**src/rtl/word_compare_ctrl.sv**
```systemverilog
// Multi-nibble word equality controller: compares two latched operands
// one nibble per clock (MSB nibble first) through a shared 4-bit
// equality comparator, with optional early exit on the first mismatch.
// Ports: clk, rst (sync, active-high), start, a, b in;
//        busy, done, eq, mism_idx out (all registered).

module nibble_eq (
  input  logic [3:0] x,
  input  logic [3:0] y,
  output logic       eq
);
  assign eq = (x == y);
endmodule

module word_compare_ctrl #(
  parameter int NIBBLES    = 4,
  parameter bit EARLY_EXIT = 1'b1,
  localparam int IDX_W     = (NIBBLES > 1) ? $clog2(NIBBLES) : 1
) (
  input  logic                   clk,
  input  logic                   rst,
  input  logic                   start,
  input  logic [4*NIBBLES-1:0]   a,
  input  logic [4*NIBBLES-1:0]   b,
  output logic                   busy,
  output logic                   done,
  output logic                   eq,
  output logic [IDX_W-1:0]       mism_idx
);

  typedef enum logic [1:0] {
    IDLE = 2'd0,
    CMP  = 2'd1,
    DONE = 2'd2
  } state_t;

  state_t                    state;
  logic [NIBBLES-1:0][3:0]   a_reg;
  logic [NIBBLES-1:0][3:0]   b_reg;
  logic [IDX_W-1:0]          idx;
  logic [IDX_W-1:0]          mism_pending;
  logic                      flag;

  logic [3:0] nib_a;
  logic [3:0] nib_b;
  logic       nib_eq;
  logic       mis;
  logic       fin;

  assign nib_a = a_reg[idx];
  assign nib_b = b_reg[idx];

  nibble_eq u_cmp (
    .x  (nib_a),
    .y  (nib_b),
    .eq (nib_eq)
  );

  assign mis = ~nib_eq;
  // Last CMP cycle: either the bottom nibble or an early-exit mismatch.
  assign fin = (idx == '0) || (EARLY_EXIT && mis);

  always_ff @(posedge clk) begin
    if (rst) begin
      state        <= IDLE;
      busy         <= 1'b0;
      done         <= 1'b0;
      eq           <= 1'b0;
      mism_idx     <= '0;
      idx          <= '0;
      mism_pending <= '0;
      flag         <= 1'b0;
      a_reg        <= '0;
      b_reg        <= '0;
    end else begin
      unique case (state)
        IDLE, DONE: begin
          done <= 1'b0;
          if (start) begin
            a_reg <= a;
            b_reg <= b;
            idx   <= IDX_W'(NIBBLES - 1);
            flag  <= 1'b0;
            busy  <= 1'b1;
            state <= CMP;
          end else begin
            state <= IDLE;
          end
        end
        CMP: begin
          if (mis && !flag) begin
            mism_pending <= idx;
            flag         <= 1'b1;
          end
          if (fin) begin
            busy  <= 1'b0;
            done  <= 1'b1;
            state <= DONE;
            // Fold in a mismatch found on this final nibble.
            eq    <= ~(flag | mis);
            if (flag)
              mism_idx <= mism_pending;
            else if (mis)
              mism_idx <= idx;
            else
              mism_idx <= '0;
          end else begin
            idx <= idx - IDX_W'(1);
          end
        end
        default: begin
          state <= IDLE;
          busy  <= 1'b0;
          done  <= 1'b0;
        end
      endcase
    end
  end

endmodule

```
**config.mk**
```make
export PLATFORM = sky130hd
export DESIGN_NAME = word_compare_ctrl
export DESIGN_NICKNAME = d
export VERILOG_FILES = /design/src/rtl/word_compare_ctrl.sv
export SDC_FILE = /design/constraint.sdc
export NUM_CORES = 1
export LEC_CHECK = 0
export ABC_AREA = 1
export CORE_UTILIZATION = 54
export DETAILED_ROUTE_END_ITERATION = 10
export PLACE_DENSITY_LB_ADDON = 0.15
export SETUP_SLACK_MARGIN = 0.4
export SYNTH_ARGS = -nofsm -noshare
export SYNTH_HDL_FRONTEND = slang
export SYNTH_SLANG_ARGS = --single-unit
```
**constraint.sdc**
```tcl
create_clock -name clk -period 3.8 [get_ports clk]
set_clock_uncertainty 0.1 [all_clocks]
set_input_delay 0.76 -clock clk [delete_from_list [all_inputs] [get_ports clk]]
set_output_delay 0.76 -clock clk [all_outputs]
set_load 0.1 [all_outputs]
```
==> flow_summary.rst, run 1 <==
.. list-table::
   :header-rows: 1

   * - Metric
     - Value
   * - Run status
     - complete, no violations
   * - Accumulated negative setup slack
     - 0 ns
   * - Final worst path period share
     - 0.712
   * - Detailed-route wire length
     - between 3000 and 4000 µm
   * - Number of buffers on the longest clock path
     - 2
   * - Top Family by Delay on Critical Path
     - buffers and inverters
   * - Starting utilization of the core area
     - 0.566
   * - Core footprint
     - 0.00334 mm²
   * - Fraction of the yosys area taken by sequential cells
     - 0.466
   * - Crit start category
     - register
   * - IO Pins
     - 40
   * - Final-report max-slew violation count
     - 0
   * - YS warnings
     - 0
   * - HPWL reported at the end of detailed placement
     - ~2600 µm
   * - Endpoints failing setup
     - 0
   * - Port Buffers
     - 39
   * - Final worst path period need
     - roughly 2.7 ns
   * - Number of fillers in the final layout
     - 324
   * - Number of detailed-routing iterations run before antenna repair
     - 4
   * - Via count
     - 1683
   * - Layout cell share with drive strength beyond 1
     - 0.0651
   * - Die area
     - 0.00374 mm²
   * - Post-synthesis to final-layout area growth
     - 25.0%
   * - Top-area cell type share of the netlist area
     - 0.466
   * - Post-DR vias/cell
     - 4.77
   * - Global-route usage over all layers
     - 0.225
   * - Number of antenna violations at the first check in global routing
     - 0
   * - Count of cell types in the netlist
     - 18
   * - Largest net degree at the start of global routing
     - 45
   * - Global-route wire length before repair
     - 6000 µm
   * - Area of the mapped netlist
     - 0.00189 mm²
   * - Area of the multi-input gates
     - 866 µm²
   * - Post-synth top area cell
     - sky130_fd_sc_hd__dfxtp_1
   * - Number of post-CTS setup repair buffers
     - 0
   * - Height of the die
     - slightly above 60 µm
   * - Average detailed-routed wire length per instance
     - a little over 10 µm
   * - Achievable frequency
     - 370 MHz
   * - Clk Tree Root Cell
     - sky130_fd_sc_hd__clkbuf_4
   * - Data arrival time at the worst-slack endpoint
     - roughly 1.8 ns
   * - Worst-path fanout max
     - 2
   * - Peak supply drop
     - 0.271 mV
   * - Avg Synthesized Cell Area
     - about 7 µm²
   * - Hold buffers post-CTS
     - 0
   * - Number of synthesized flops with an enable pin
     - 0
   * - Routability congestion estimate
     - 0.812
   * - Critical Path, Cell by Cell
     - clkdlybuf4s50_1
   * - Row cnt
     - 21
   * - Reported leakage power
     - 0.00102 µW
   * - Number of failing hold endpoints at the final stage
     - 0
   * - Cells after Synth
     - 269
   * - Total CTS buffers
     - 5
   * - CTS resizes
     - 0
   * - Synthesis-stage register bit count
     - 44
   * - DRC violations left
     - 0
   * - Setup repair after global routing missed its margin
     - false
   * - Die Wd
     - between 60 and 70 µm
   * - Worst Path Required
     - about 2.9 ns
   * - Max stage delay cell, worst path
     - sky130_fd_sc_hd__clkdlybuf4s50_1
   * - Maxcap violations
     - 0
   * - Predominant post-synthesis flop cell
     - sky130_fd_sc_hd__dfxtp_1
   * - Number of antenna cells inserted
     - 0
   * - H-tree depth reported by CTS
     - 2
   * - Crit end category
     - output port
   * - Commonest cells in the synthesized netlist
     - 80 x sky130_fd_sc_hd__nor2_1, 44 x sky130_fd_sc_hd__dfxtp_1, 35 x sky130_fd_sc_hd__nand2_1, 35 x sky130_fd_sc_hd__o21ai_0, 25 x sky130_fd_sc_hd__inv_1
   * - Fraction of synthesis flops using an asynchronous set or reset pin
     - 0
   * - Post-CTS clock slew at the launch and capture registers of the worst setup and hold paths
     - 0.12 ns
   * - Cell with the most instances after synthesis
     - sky130_fd_sc_hd__nor2_1
   * - Slew @ Worst Pin
     - between 0.9 and 1 ns
   * - Slowest Stage Delay on Critical Path
     - roughly 1.1 ns
   * - Worst setup slack before clock tree synthesis
     - around 1.3 ns
   * - Number of buffer and inverter instances along the worst setup path
     - 1
   * - Fin nets
     - 342
   * - Syn Nets
     - 305
   * - Number of violations reported at the end of detailed-routing iteration 0
     - 94
   * - Cell types occupying the most area after synthesis
     - sky130_fd_sc_hd__dfxtp_1 47%, sky130_fd_sc_hd__nor2_1 16%, sky130_fd_sc_hd__o21ai_0 9.3%
   * - Aggregate global routing overflow
     - 0
   * - Via count of the first global-routing pass
     - about 1400
   * - CTS tree
     - yes
   * - Power per unit of standard cell area
     - approximately 440 mW/mm²
   * - Crit path setup slack, layout
     - approximately 1.1 ns
   * - Clock sink count
     - 44
   * - CP Class
     - reg2out
   * - Worst relative slew slack
     - 0.356
   * - Min-Delay Path Class
     - reg2reg
   * - Total area of sequential cells
     - just under 900 µm²
   * - DRT antenna net count
     - 0
   * - Insertion delay to the later sink of the worst-skew pair
     - between 0.3 and 0.4 ns
[area by class of cell]
cell class                      instances  share of cell area
Clock buffer                            8              0.0249
Tap cell                               46              0.0244
Multi-Input combinational cell        188               0.367
Timing Repair Buffer                   40               0.168
Inverter                               27              0.0429
Sequential cell                        44               0.373
[layer usage]
| layer | up-vias | part of all wire | global-route usage |
|---|---|---|---|
| met5 | - | 0 | 0 |
| met4 | 0 | 0.016 | 0.114 |
| met3 | 7 | 0.040 | 0.0504 |
| met2 | 32 | 0.48 | 0.388 |
| met1 | 726 | 0.46 | 0.262 |
| li1 | 918 | - | - |
[kinds of logic after synthesis]
| logic type | Yosys count | share of synthesized area |
|---|---|---|
| and+or+nand+nor | 131 | 0.289 |
| AOI/OAI and AO/OA | 52 | 0.144 |
| buffers and inverters | 37 | 0.0755 |
| DFF | 44 | 0.466 |
| adders and majority gates | 1 | 0.00662 |
| xor gates and xnor gates | 4 | 0.0185 |
[tightest hold or removal path: cells and delay by family (launching register included)]
family          cells  cell delay (ns)
flops               1             0.33
buf+inv             1             0.06
compound gates      1             0.05
[per-stage QoR]
step	std cells	cell area, µm²	total power [µW]	utilization	hold WS (ns)
floorplan	269	1890	740	-	0.339
global placement	345	2300	816	0.690	0.356
detailed placement	345	2300	823	0.690	0.358
CTS	353	2360	1050	0.708	0.376
global route	353	2360	1110	0.708	0.394
finish	353	2360	1050	0.708	0.381
[report_power, final]
group          leakage, µW  internal [µW]  switching (µW)
registers         0.000364            507            29.2
clock network    0.0000326           91.5             144
logic             0.000627            105             169
total              0.00102            704             342
[final timing paths]
| check | from | to | slack, ns | cells after the start |
|---|---|---|---|---|
| setup / recovery | done | done | 1.10 | 1 |
| hold / removal | a_reg[6] | a_reg[6] | 0.38 | 2 |
| setup reg to reg | idx[0] | idx[0] | 2.24 | 9 |
| hold reg to reg | a_reg[6] | a_reg[6] | 0.38 | 2 |
[layout by cell type (no fill, tap or decap)]
master	instances
sky130_fd_sc_hd__a21oi_1	13
sky130_fd_sc_hd__buf_4	1
sky130_fd_sc_hd__clkbuf_1	2
sky130_fd_sc_hd__clkbuf_4	5
sky130_fd_sc_hd__clkbuf_8	1
sky130_fd_sc_hd__clkdlybuf4s50_1	39
sky130_fd_sc_hd__dfxtp_1	44
sky130_fd_sc_hd__ha_1	1
sky130_fd_sc_hd__inv_1	25
sky130_fd_sc_hd__inv_2	2
sky130_fd_sc_hd__nand2_1	35
sky130_fd_sc_hd__nand2_2	2
sky130_fd_sc_hd__nand3_1	4
sky130_fd_sc_hd__nand3_2	6
sky130_fd_sc_hd__nand4_1	2
sky130_fd_sc_hd__nor2_1	80
sky130_fd_sc_hd__nor3_1	2
sky130_fd_sc_hd__o21ai_0	35
sky130_fd_sc_hd__o21ai_1	1
sky130_fd_sc_hd__o21ai_2	3
sky130_fd_sc_hd__xnor2_1	4
(Power assumes the default switching activity.)
==> run 2: changes to the inputs <==
--- a/config.mk
+++ b/config.mk
@@ -6,7 +6,7 @@
 export NUM_CORES = 1
 export LEC_CHECK = 0
 export ABC_AREA = 1
-export CORE_UTILIZATION = 54
+export CORE_UTILIZATION = 50
 export DETAILED_ROUTE_END_ITERATION = 10
 export PLACE_DENSITY_LB_ADDON = 0.15
 export SETUP_SLACK_MARGIN = 0.4
==> constraint.sdc (replaced) <==
create_clock -name clk -period 2.8 [get_ports clk]
set_clock_uncertainty 0.1 [all_clocks]
set_input_delay 0.56 -clock clk [delete_from_list [all_inputs] [get_ports clk]]
set_output_delay 0.56 -clock clk [all_outputs]
set_load 0.1 [all_outputs]
==> flow_summary.rst, run 2 (synthesis results as in run 1) <==
.. list-table::
   :header-rows: 1

   * - Metric
     - Value
   * - DRC violations left
     - 0
   * - Clock sink count
     - between 40 and 50
   * - Post-DR vias/cell
     - between 4 and 5
   * - Post-CTS clock slew at the launch and capture registers of the worst setup and hold paths
     - roughly 0.070 ns
   * - Achievable frequency
     - roughly 520 MHz
   * - Worst Path Required
     - between 2 and 3 ns
   * - Worst relative slew slack
     - 0.693
   * - Final-report max-slew violation count
     - 0
   * - Layout cell share with drive strength beyond 1
     - 0.0850
   * - Global-route wire length before repair
     - approximately 6500 µm
   * - Run status
     - complete, no violations
   * - Most frequent cells in the layout
     - 80 x sky130_fd_sc_hd__nor2_1, 44 x sky130_fd_sc_hd__dfxtp_1, 35 x sky130_fd_sc_hd__nand2_1, 35 x sky130_fd_sc_hd__o21ai_0, 34 x sky130_fd_sc_hd__clkdlybuf4s50_1
   * - Routability congestion estimate
     - 0.800
   * - Number of post-CTS setup repair buffers
     - 0
   * - Endpoint of the worst hold path
     - mism_pending[0]
   * - Crit end category
     - register
   * - Launch instance of the worst min-delay path
     - mism_pending[0]
   * - Register-to-register setup slack
     - between 1 and 1.5 ns
   * - Via count
     - 1710
   * - Height of the die
     - ~63 µm
   * - Number of failing hold endpoints at the final stage
     - 0
   * - Tot Pwr
     - 1450 µW
   * - Global-route usage over all layers
     - 0.207
   * - Starting utilization of the core area
     - 0.545
   * - Reported leakage power
     - between 0.001 and 0.0015 µW
   * - Power per unit of standard cell area
     - approximately 610 mW/mm²
   * - Total instance count after detailed placement
     - 347
   * - Worst reg2reg path startpoint
     - state[0]
   * - Average detailed-routed wire length per instance
     - about 11 µm
   * - Endpoints failing setup
     - 0
   * - Number of detailed-routing iterations run before antenna repair
     - 4
   * - Post-synthesis to final-layout area growth
     - 25.7%
   * - Cell count of the worst hold path
     - 2
   * - Port Buffers
     - 39
   * - Peak supply drop
     - about 0.38 mV
   * - Number of standard cells in the layout, taps in and fillers out
     - roughly 350
   * - HPWL reported at the end of detailed placement
     - between 2000 and 3000 µm
   * - Reg2Reg Capture Point
     - idx[1]
   * - Data arrival time at the worst-slack endpoint
     - 2.00 ns
   * - Insertion delay to the later sink of the worst-skew pair
     - roughly 0.29 ns
   * - Via count of the first global-routing pass
     - roughly 1500
   * - Hold Worst Slack
     - roughly 0.37 ns
   * - Slew @ Worst Pin
     - ~0.46 ns
   * - Die area
     - 0.00403 mm²
   * - Clk Tree Root Cell
     - sky130_fd_sc_hd__clkbuf_8
   * - CP Class
     - in2reg
   * - Setup repair after global routing missed its margin
     - false
   * - Accumulated negative setup slack
     - 0 ns
   * - Core footprint
     - 0.00347 mm²
   * - Number of buffers on the longest clock path
     - 2
   * - Crit start category
     - input port
   * - CTS tree
     - yes
   * - IO Pins
     - 40
   * - Most common cell after layout, fill and taps aside
     - sky130_fd_sc_hd__nor2_1
   * - Aggregate global routing overflow
     - 0
   * - Hold buffers post-CTS
     - 0
   * - DRT antenna net count
     - 0
   * - Worst-path fanout max
     - 29
   * - Maxcap violations
     - 0
   * - Detailed-route wire length
     - between 3000 and 4000 µm
   * - Final worst path period share
     - 0.683
   * - Number of antenna violations at the first check in global routing
     - 0
   * - Min-Delay Path Class
     - reg2reg
   * - CTS resizes
     - 0
   * - Fin nets
     - 344
   * - H-tree depth reported by CTS
     - 2
   * - Length in cells of the worst reg-to-reg path
     - 6
   * - Row cnt
     - 21
   * - Total CTS buffers
     - 5
   * - Number of antenna cells inserted
     - 0
   * - Final worst path period need
     - 1.91 ns
   * - Die Wd
     - roughly 63 µm
   * - Largest net degree at the start of global routing
     - 30
   * - Number of violations reported at the end of detailed-routing iteration 0
     - 119
## run 2: cell count changes in the layout (fill, tap and decap cells not counted), sizes merged
cell           change
buf                +7
clkbuf             -3
clkdlybuf4s50      -5
## run 2: how the worst max path moves through the flow
stage,from,endpoint,slack [ns],depth (start not counted)
after floorplan,done,done,1.22,0
after global placement,start,idx[0],0.57,6
after detailed placement,start,idx[1],0.57,6
after CTS,start,idx[1],0.87,6
after global routing,start,idx[1],0.70,6
final,start,idx[1],0.89,6
## run 2: worst max-delay path, stage by stage
cell and delay (ns):
sky130_fd_sc_hd__clkdlybuf4s50_1 0.43, sky130_fd_sc_hd__nand2_1 0.37, sky130_fd_sc_hd__buf_4 0.36, sky130_fd_sc_hd__o21ai_1 0.13
sky130_fd_sc_hd__nor2_1 0.10, sky130_fd_sc_hd__nor2_1 0.05
## run 2: per-stage QoR
step	area [µm²]	worst slack (ns)	utilization
2_1_floorplan	1890	1.22	-
3_3_place_gp	2310	0.569	0.665
3_5_place_dp	2310	0.569	0.665
4_1_cts	2370	0.871	0.685
5_1_grt	2370	0.695	0.685
6_report	2370	0.889	0.685
## run 2: final cells by class
type | instances | area [µm²]
fill | 331 | 1090
sequential | 44 | 881
multi-input combinational | 188 | 866
timing repair buffer | 42 | 400
inverter | 27 | 101
clock buffer | 5 | 68.8
tap | 46 | 57.6
## run 2: power by group
group	internal [µW]	total, µW	switching, µW	leakage [µW]
Combinational	141	373	231	0.000645
Clock	161	352	191	0.0000359
Sequential	689	730	41.6	0.000364
Total	991	1450	464	0.00105
## run 2: routing by layer
layer	part of all wire	vias up	track usage	wire length, µm
met1	0.47	745	0.246	1760
li1	-	919	-	-
met3	0.039	7	0.0489	145
met5	0	-	0	0
met4	0.014	0	0.0852	52
met2	0.48	39	0.354	1800
